--- src/rtl/dram_rr_arbiter.sv ---
// Round-robin arbiter sharing one DRAM controller port among NCORES cores,
// with bounded bus locking for atomic read-modify-write sequences.
module dram_rr_arbiter #(
  parameter int NCORES   = 2,
  parameter int AW       = 32,
  parameter int DW       = 32,
  parameter int MAX_LOCK = 4
) (
  input  logic                 CLK,
  input  logic                 RST_X,
  input  logic [NCORES-1:0]    req_i,
  input  logic [NCORES-1:0]    we_i,
  input  logic [NCORES-1:0]    lock_i,
  input  logic [NCORES*AW-1:0] addr_i,
  input  logic [NCORES*DW-1:0] wdata_i,
  output logic [NCORES-1:0]    ack_o,
  output logic [DW-1:0]        rdata_o,
  output logic [2:0]           grant_o,
  output logic                 gvalid_o,
  output logic [AW-1:0]        dram_addr,
  output logic [DW-1:0]        dram_wdata,
  output logic                 dram_we,
  output logic                 dram_le,
  input  logic                 dram_busy,
  input  logic [DW-1:0]        dram_odata
);

  // state | meaning
  // IDLE  | arbitrate among requesters (or the locked owner)
  // ISSUE | wait for controller idle, then fire one start pulse
  // GAP   | start pulse visible; controller raises busy next cycle
  // WAIT  | controller busy; capture read data when it drops
  // DONE  | ack pulse to the granted core; update pointer and lock
  typedef enum logic [2:0] {IDLE, ISSUE, GAP, WAIT, DONE} state_t;

  state_t        state;
  logic [2:0]    last;
  logic [3:0]    lock_cnt;
  logic          locked;
  logic          op_we;

  logic [7:0]    req_ext;
  logic [7:0]    lock_ext;
  logic          found;
  logic [2:0]    win;
  logic [3:0]    cand;
  logic [AW-1:0] addr_sel;
  logic [DW-1:0] wdata_sel;
  logic          we_sel;

  assign req_ext  = 8'(req_i);
  assign lock_ext = 8'(lock_i);

  // A locked owner without a pending request falls back to plain round-robin.
  always_comb begin
    found = 1'b0;
    win   = 3'd0;
    cand  = 4'd0;
    if (locked && req_ext[grant_o]) begin
      found = 1'b1;
      win   = grant_o;
    end else begin
      for (int i = 1; i <= NCORES; i++) begin
        cand = {1'b0, last} + 4'(i);
        if (cand >= 4'(NCORES)) cand = cand - 4'(NCORES);
        if (!found && req_ext[cand[2:0]]) begin
          found = 1'b1;
          win   = cand[2:0];
        end
      end
    end
  end

  always_comb begin
    addr_sel  = '0;
    wdata_sel = '0;
    we_sel    = 1'b0;
    for (int k = 0; k < NCORES; k++) begin
      if (win == 3'(k)) begin
        addr_sel  = addr_i[k*AW +: AW];
        wdata_sel = wdata_i[k*DW +: DW];
        we_sel    = we_i[k];
      end
    end
  end

  always_ff @(posedge CLK or negedge RST_X) begin
    if (!RST_X) begin
      state      <= IDLE;
      last       <= 3'(NCORES-1);
      lock_cnt   <= 4'd0;
      locked     <= 1'b0;
      op_we      <= 1'b0;
      ack_o      <= '0;
      rdata_o    <= '0;
      grant_o    <= 3'd0;
      gvalid_o   <= 1'b0;
      dram_addr  <= '0;
      dram_wdata <= '0;
      dram_we    <= 1'b0;
      dram_le    <= 1'b0;
    end else begin
      case (state)
        IDLE: begin
          if (found) begin
            grant_o    <= win;
            dram_addr  <= addr_sel;
            dram_wdata <= wdata_sel;
            op_we      <= we_sel;
            gvalid_o   <= 1'b1;
            state      <= ISSUE;
          end
        end
        ISSUE: begin
          if (!dram_busy) begin
            dram_we <= op_we;
            dram_le <= !op_we;
            state   <= GAP;
          end
        end
        GAP: begin
          dram_we <= 1'b0;
          dram_le <= 1'b0;
          state   <= WAIT;
        end
        WAIT: begin
          if (!dram_busy) begin
            if (!op_we) rdata_o <= dram_odata;
            ack_o <= NCORES'(8'd1 << grant_o);
            state <= DONE;
          end
        end
        DONE: begin
          ack_o    <= '0;
          last     <= grant_o;
          gvalid_o <= 1'b0;
          state    <= IDLE;
          if (lock_ext[grant_o] && (lock_cnt < 4'(MAX_LOCK-1))) begin
            lock_cnt <= lock_cnt + 4'd1;
            locked   <= 1'b1;
          end else begin
            lock_cnt <= 4'd0;
            locked   <= 1'b0;
          end
        end
        default: state <= IDLE;
      endcase
    end
  end

endmodule

--- config.mk ---
export PLATFORM = sky130hd
export DESIGN_NAME = dram_rr_arbiter
export DESIGN_NICKNAME = d
export VERILOG_FILES = /design/src/rtl/dram_rr_arbiter.sv
export SDC_FILE = /design/constraint.sdc
export NUM_CORES = 1
export LEC_CHECK = 0
export BUFFER_PORTS_ARGS = -buffer_cell sky130_fd_sc_hd__buf_2
export CAP_MARGIN = 40
export CORE_MARGIN = 2
export CORE_UTILIZATION = 46
export CTS_BUF_LIST = sky130_fd_sc_hd__clkbuf_2 sky130_fd_sc_hd__clkbuf_4 sky130_fd_sc_hd__clkbuf_8
export CTS_CLUSTER_DIAMETER = 40
export CTS_CLUSTER_SIZE = 10
export DETAILED_ROUTE_END_ITERATION = 10
export GPL_TIMING_DRIVEN = 0
export PLACE_DENSITY = 0.77
export SYNTH_ARGS = -nofsm -noshare
export SYNTH_HDL_FRONTEND = slang
export SYNTH_SLANG_ARGS = --single-unit
--- constraint.sdc ---
create_clock -name CLK -period 2.95 [get_ports CLK]
set_input_delay 0.295 -clock CLK [delete_from_list [all_inputs] [get_ports CLK]]
set_output_delay 0.295 -clock CLK [all_outputs]
set_load 0.03 [all_outputs]
* Word level (Yosys, flattened, before mapping) *
Cells that the tools add are included.

storage, ports and cells
  register bits after elaboration = 116
  input bits = 169
  output and inout bits = 104
  word-level logic and storage cells = 90

operators by class
  add/subtract/negate cells = 5
  magnitude comparators = 6
  equal/unequal tests = 8
  shifts and indexed selects = 1
  muxes and demuxes = 39
  bitwise logic cells = 2
  reduce and logical (&&, ||, !) cells = 16

operators with widths
  operator                                                           number
  two-way mux 32 bit                                                 4
  two-way mux 3 bit                                                  10
  two-way mux 1 bit                                                  14
  binary-select mux 1 bit (select 3 bit)                             4
  less-than comparator 3 x 4 -> 1 bit, second input constant         3
  case mux 3 bit (4 select lines)                                    1
  greater-or-equal comparator 4 x 2 -> 1 bit, second input constant  2
  AND reduction 2 bit                                                4
  equality test 3 x 1 -> 1 bit, second input constant                2
  equality test 3 x 2 -> 1 bit, second input constant                2
  zero test 3 bit                                                    2
  != test 2 bit, second input constant                               3
  case mux 1 bit (2 select lines)                                    3
  AND reduction 3 bit                                                2
  nonzero test 2 bit                                                 3
  subtractor 3 x 2 -> 3 bit, second input constant                   2
  adder 3 x 1 -> 4 bit, second input constant                        1
  adder 3 x 2 -> 4 bit, second input constant                        1
  adder 4 x 1 -> 4 bit, second input constant                        1
  less-than comparator 4 x 2 -> 1 bit, second input constant         1
  two-way mux 4 bit                                                  1
  case mux 2 bit (2 select lines)                                    1
  equality test 3 bit, second input constant                         1
  logical AND 1 bit                                                  3
  other kinds (4)                                                    6

* Depth between registers and ports, before layout *
  word-level depth = 15
  mapped depth = 10
  gate-level depth less buffers = 8

* Worst setup path after synthesis *
OpenSTA, ideal clock, no wires.

  kind = register to register
  start point = reg last[0]
  end point = reg dram_addr[24]
  setup time = 0.123 ns
  arrival time = 2.212 ns
  data required time = 2.827 ns
  slack = 0.616 ns
  cell stages (with the launch flop) = 11
  buffers on the path = 2
  period minus slack after synthesis = 2.334 ns
  path through = dfstp_2 -> inv_1 -> ha_1 -> nand2_1 -> mux2_4 -> and2_4 -> o211ai_4 -> buf_8 -> buf_6 -> mux2i_1 -> a21oi_1

on the way
  word-level cells in the longest chain between the ends = 15
  elaborated cells between the ends (all ways) = 28
  classes of those cells = 4 x add/sub; 2 x order compare; 1 x eq/ne; 17 x mux; 4 x reduce/logical

ends and longest elaborated chain
  what                                                                                     line  text
  from (decl)                                                                              37    logic [2:0] last;
  from (signal assigned)                                                                   90    last <= 3'(NCORES-1);
  from (signal assigned)                                                                   135   last <= grant_o;
  adder 3 x 1 -> 4 bit                                                                     64    cand = {1'b0, last} + 4'(i);
  greater-or-equal comparator 4 x 2 -> 1 bit or subtractor 3 x 2 -> 3 bit (tied branches)  65    if (cand >= 4'(NCORES)) cand = cand - 4'(NCORES);
  two-way mux 3 bit                                                                        65
  two-way mux 3 bit                                                                        59    if (locked && req_ext[grant_o]) begin
  binary-select mux 1 bit (select 3 bit)                                                   66    if (!found && req_ext[cand[2:0]]) begin
  two-way mux 1 bit (not written as such)                                                  66
  two-way mux 1 bit                                                                        66
  two-way mux 1 bit                                                                        59
  zero test 1 bit                                                                          66
  logical AND 1 bit                                                                        66
  two-way mux 3 bit                                                                        66
  two-way mux 3 bit                                                                        59
  zero test 3 bit                                                                          79    if (win == 3'(k)) begin
  two-way mux 32 bit (2 in a row)                                                          79
  to (signal assigned)                                                                     107   dram_addr <= addr_sel;
  to (decl)                                                                                20    output logic [AW-1:0] dram_addr,

Several ways; a longest one is shown, not always the timed one. The select of a mux whose other input is x is not followed.
A chain may end at the register's enable or synchronous reset.

* Final worst setup path *
  start point = reg last[0]
  end point = reg dram_addr[28]

Same word-level chain as after synthesis.

==> impl_metrics.tcl <==
set metrics [dict create \
    htreeDepth 4 \
    synth_area_um2 5258 \
    cp_cell_sequence "inv_1 -> ha_1 -> nand2_1 -> mux2_4 -> and2_4 -> o211ai_4 -> buf_8 -> buf_6 -> mux2i_1 -> a21oi_1" \
    grt.overflow.total 0 \
    final_nets 925 \
    clk_latency_ns 0.43 \
    slew_violations 0 \
    critical_path_buf_inv_count 3 \
    synth_fa_ha_area_share_pct 1.666 \
    synth_compound_area_share_pct 8.329 \
    die-width_um 110.9 \
    final_core_util_pct 64.07 \
    pin_count 273 \
    postCtsHoldBufs 1 \
    drv_cap 0 \
    max_freq_mhz 360.9 \
    crit_arrival_ns 3.08 \
    initial_core_util_pct 46.64 \
    wl_per_cell_um 16.03 \
    grtUsageTotal_pct 24.29 \
    core_um2 11270 \
    clk_path_buf_depth 2 \
    syn_to_final_growth_pct 37.36 \
    rsz0062_at_grt "false" \
    synth_xor_area_share_pct 0.4998 \
    dp_hpwl_um 11230 \
    yosysSeqAreaShare_pct 55.24 \
    synth_nets 632 \
    finalClockSkew_ns 0.006616 \
    crit_path_max_incr_delay_ns 0.62 \
    required_ns 3.26 \
    crit_path_start_kind "register" \
    path_class "register to register" \
    muxShareOfSynthArea_pct 20.32 \
    tightestPinTransition_ns 0.6110 \
    fin_crit_sh_pct 93.92 \
    synth_top_family_by_area "multiplexers" \
    grt_pass1_wl_um 23250 \
    nFillCells 918 \
    row_count 39 \
    fin_setup_tns_ns 0 \
    drt_iter0_markers 291 \
    r2r-end "dram_addr[28]" \
    min_path_type "input pin to register" \
    ant_nets 0 \
    layout-drive-gt1-share_pct 47.63 \
    crit_fanout 10 \
    hold_depth 2 \
    avgSynthCellArea_um2 11.53 \
    finalHoldViolations 0 \
    cts-resized-gates 0 \
    min_from "dram_odata[28]" \
    fin_crit_ns 2.771 \
    grt_max_degree 72 \
    status "finished clean" \
    synthCells 456 \
    hold_path_end "rdata_o[28]" \
    vias 4548 \
    post-route-drc-count 0 \
    firstDrtPassIters 4 \
    clk_pin_slew_ns 0.06 \
    cp-end-kind "register" \
    gp_congestion 0.8377 \
    die_h_um 110.9 \
    r2r-start "last[0]" \
    reg2reg_slack_ns 0.18 \
    post_cts_buffers 0 \
    power_density_nw_per_um2 1273 \
    clk_root_buffer_cell "clkbuf_8" \
    die-area_um2 12300 \
    yosys_warnings 0 \
    crit_family "flip-flops" \
    routed_wl_um 14480 \
    rr_worst_depth 10 \
    routed_via_density 5.037 \
    ys_ff_latch 116 \
    relSlewSlack_pct 59.26 \
    setup_viol_count_final 0 \
    clock-sinks 116 \
    cpMaxStageDelayCell "dfstp_2" \
    cellLeakagePower_nw 3.616 \
    antenna_found_initial 0 \
    irDropWorstVdd_mv 0.6598 \
    synth.distinct_cells 33 \
    grt_pass1_vias 4777 \
    tritoncts "done" \
    cts_buffers 17 \
    synth_simple_gate_area_share_pct 9.305 \
    place.port_buffers 272 \
    antenna_cells 0 \
]
## report_power, final
part	internal (mW)	switching (mW)	leakage, nW
registers	2.35	0.413	1.34
logic	1.83	3.20	2.07
clock network	0.815	0.580	0.205
total	5.00	4.20	3.62
## how the worst max path moves through the flow
stage / start / end / depth (start not counted)
2_1_floorplan: last[0] / dram_addr[24] / 10
3_3_place_gp: last[0] / dram_addr[28] / 10
3_5_place_dp: last[0] / dram_addr[28] / 10
4_1_cts: last[0] / dram_addr[28] / 10
5_1_grt: last[0] / dram_addr[28] / 10
6_report: last[0] / dram_addr[28] / 10
## cell type report
cell class              count  area (µm²)  area share [%]
plain buffers              27       221.5           3.067
clock buffers              26       339.1           4.695
clock inverters             4       45.04          0.6237
inverters                   6       22.52          0.3119
multi-input cells         307        2110           29.21
flip-flops and latches    116        2904           40.21
well taps                 143       178.9           2.477
repair buffers            274        1401           19.40
## cell usage in the layout (no fill, tap or decap), types with 4 or more instances in the layout
cell / Yosys / layout
buf_2: 6 / 277
dfrtp_1: 115 / 115
nor2_1: 71 / 71
a21oi_1: 68 / 68
mux2i_1: 67 / 67
mux2_2: 33 / 33
clkbuf_8: 0 / 23
nand2_1: 17 / 17
buf_6: 9 / 9
o21ai_0: 8 / 8
ha_1: 7 / 7
inv_1: 6 / 6
nor2b_1: 6 / 6
clkbuf_1: 6 / 6
nor3_1: 5 / 5
and2_1: 4 / 4
nand4_1: 4 / 4
buf_4: 3 / 4
## flip-flops by register name, summed over array words and instances, names as in the netlist
signal and count:
lock_cnt 4, dram_wdata 32, dram_we 1, rdata_o 32, last 3, dram_addr 32
grant_o 3, ack_o 2, gvalid_o 1, locked 1, state 3, dram_le 1
op_we 1
## routing by layer
metal / vias up / global-route usage, % / wire [µm]
met5: - / 0 / 0
met4: 0 / 12.25 / 487
met3: 39 / 6.889 / 990
met2: 224 / 42.37 / 7261
met1: 2127 / 27.16 / 5737
li1: 2158 / - / -
## synthesized netlist by cell type, drive strengths merged
master	instances	area (µm²)
dfstp	1	26.28
xor2	1	8.760
a21boi	1	11.26
nand2	17	63.81
o211ai	1	21.27
nor2	71	266.5
and2	5	33.78
nor2b	6	37.54
nand3	3	15.01
inv	6	22.52
nand2b	1	6.260
xnor2	2	17.52
o31a	1	8.760
nor3b	1	7.510
dfrtp	115	2878
nor3	5	25.02
o21ai	8	40.04
ha	7	87.58
a21o	1	7.510
mux2	35	397.9
clkbuf	6	22.52
mux2i	67	670.6
nor4b	1	8.760
o221ai	1	8.760
buf	21	198.9
a21oi	68	340.3
nand4	4	25.02
## per-stage QoR
step | hold slack, ns | cells | total power [mW] | instance area [µm²] | worst slack [ns]
2_1_floorplan | -0.0005911 | 456 | 6.332 | 5258 | 0.6156
3_3_place_gp | 0.4595 | 871 | 7.675 | 6798 | 0.2471
3_5_place_dp | 0.3429 | 872 | 7.840 | 6828 | 0.1745
4_1_cts | 0.06730 | 903 | 9.265 | 7222 | 0.1525
5_1_grt | 0.06351 | 903 | 9.726 | 7222 | 0.08808
6_report | 0.09818 | 903 | 9.192 | 7222 | 0.1793
## cells by family (layout without fill, tap and decap cells)
logic type,Yosys count,after routing
AO/OA/AOI/OAI,81,81
XOR/XNOR,3,3
adder cells (fa/ha/maj),7,7
buffers and inverters,33,337
flip-flops,116,116
multiplexers,102,102
AND/OR/NAND/NOR,114,114
(Power assumes the default switching activity.)
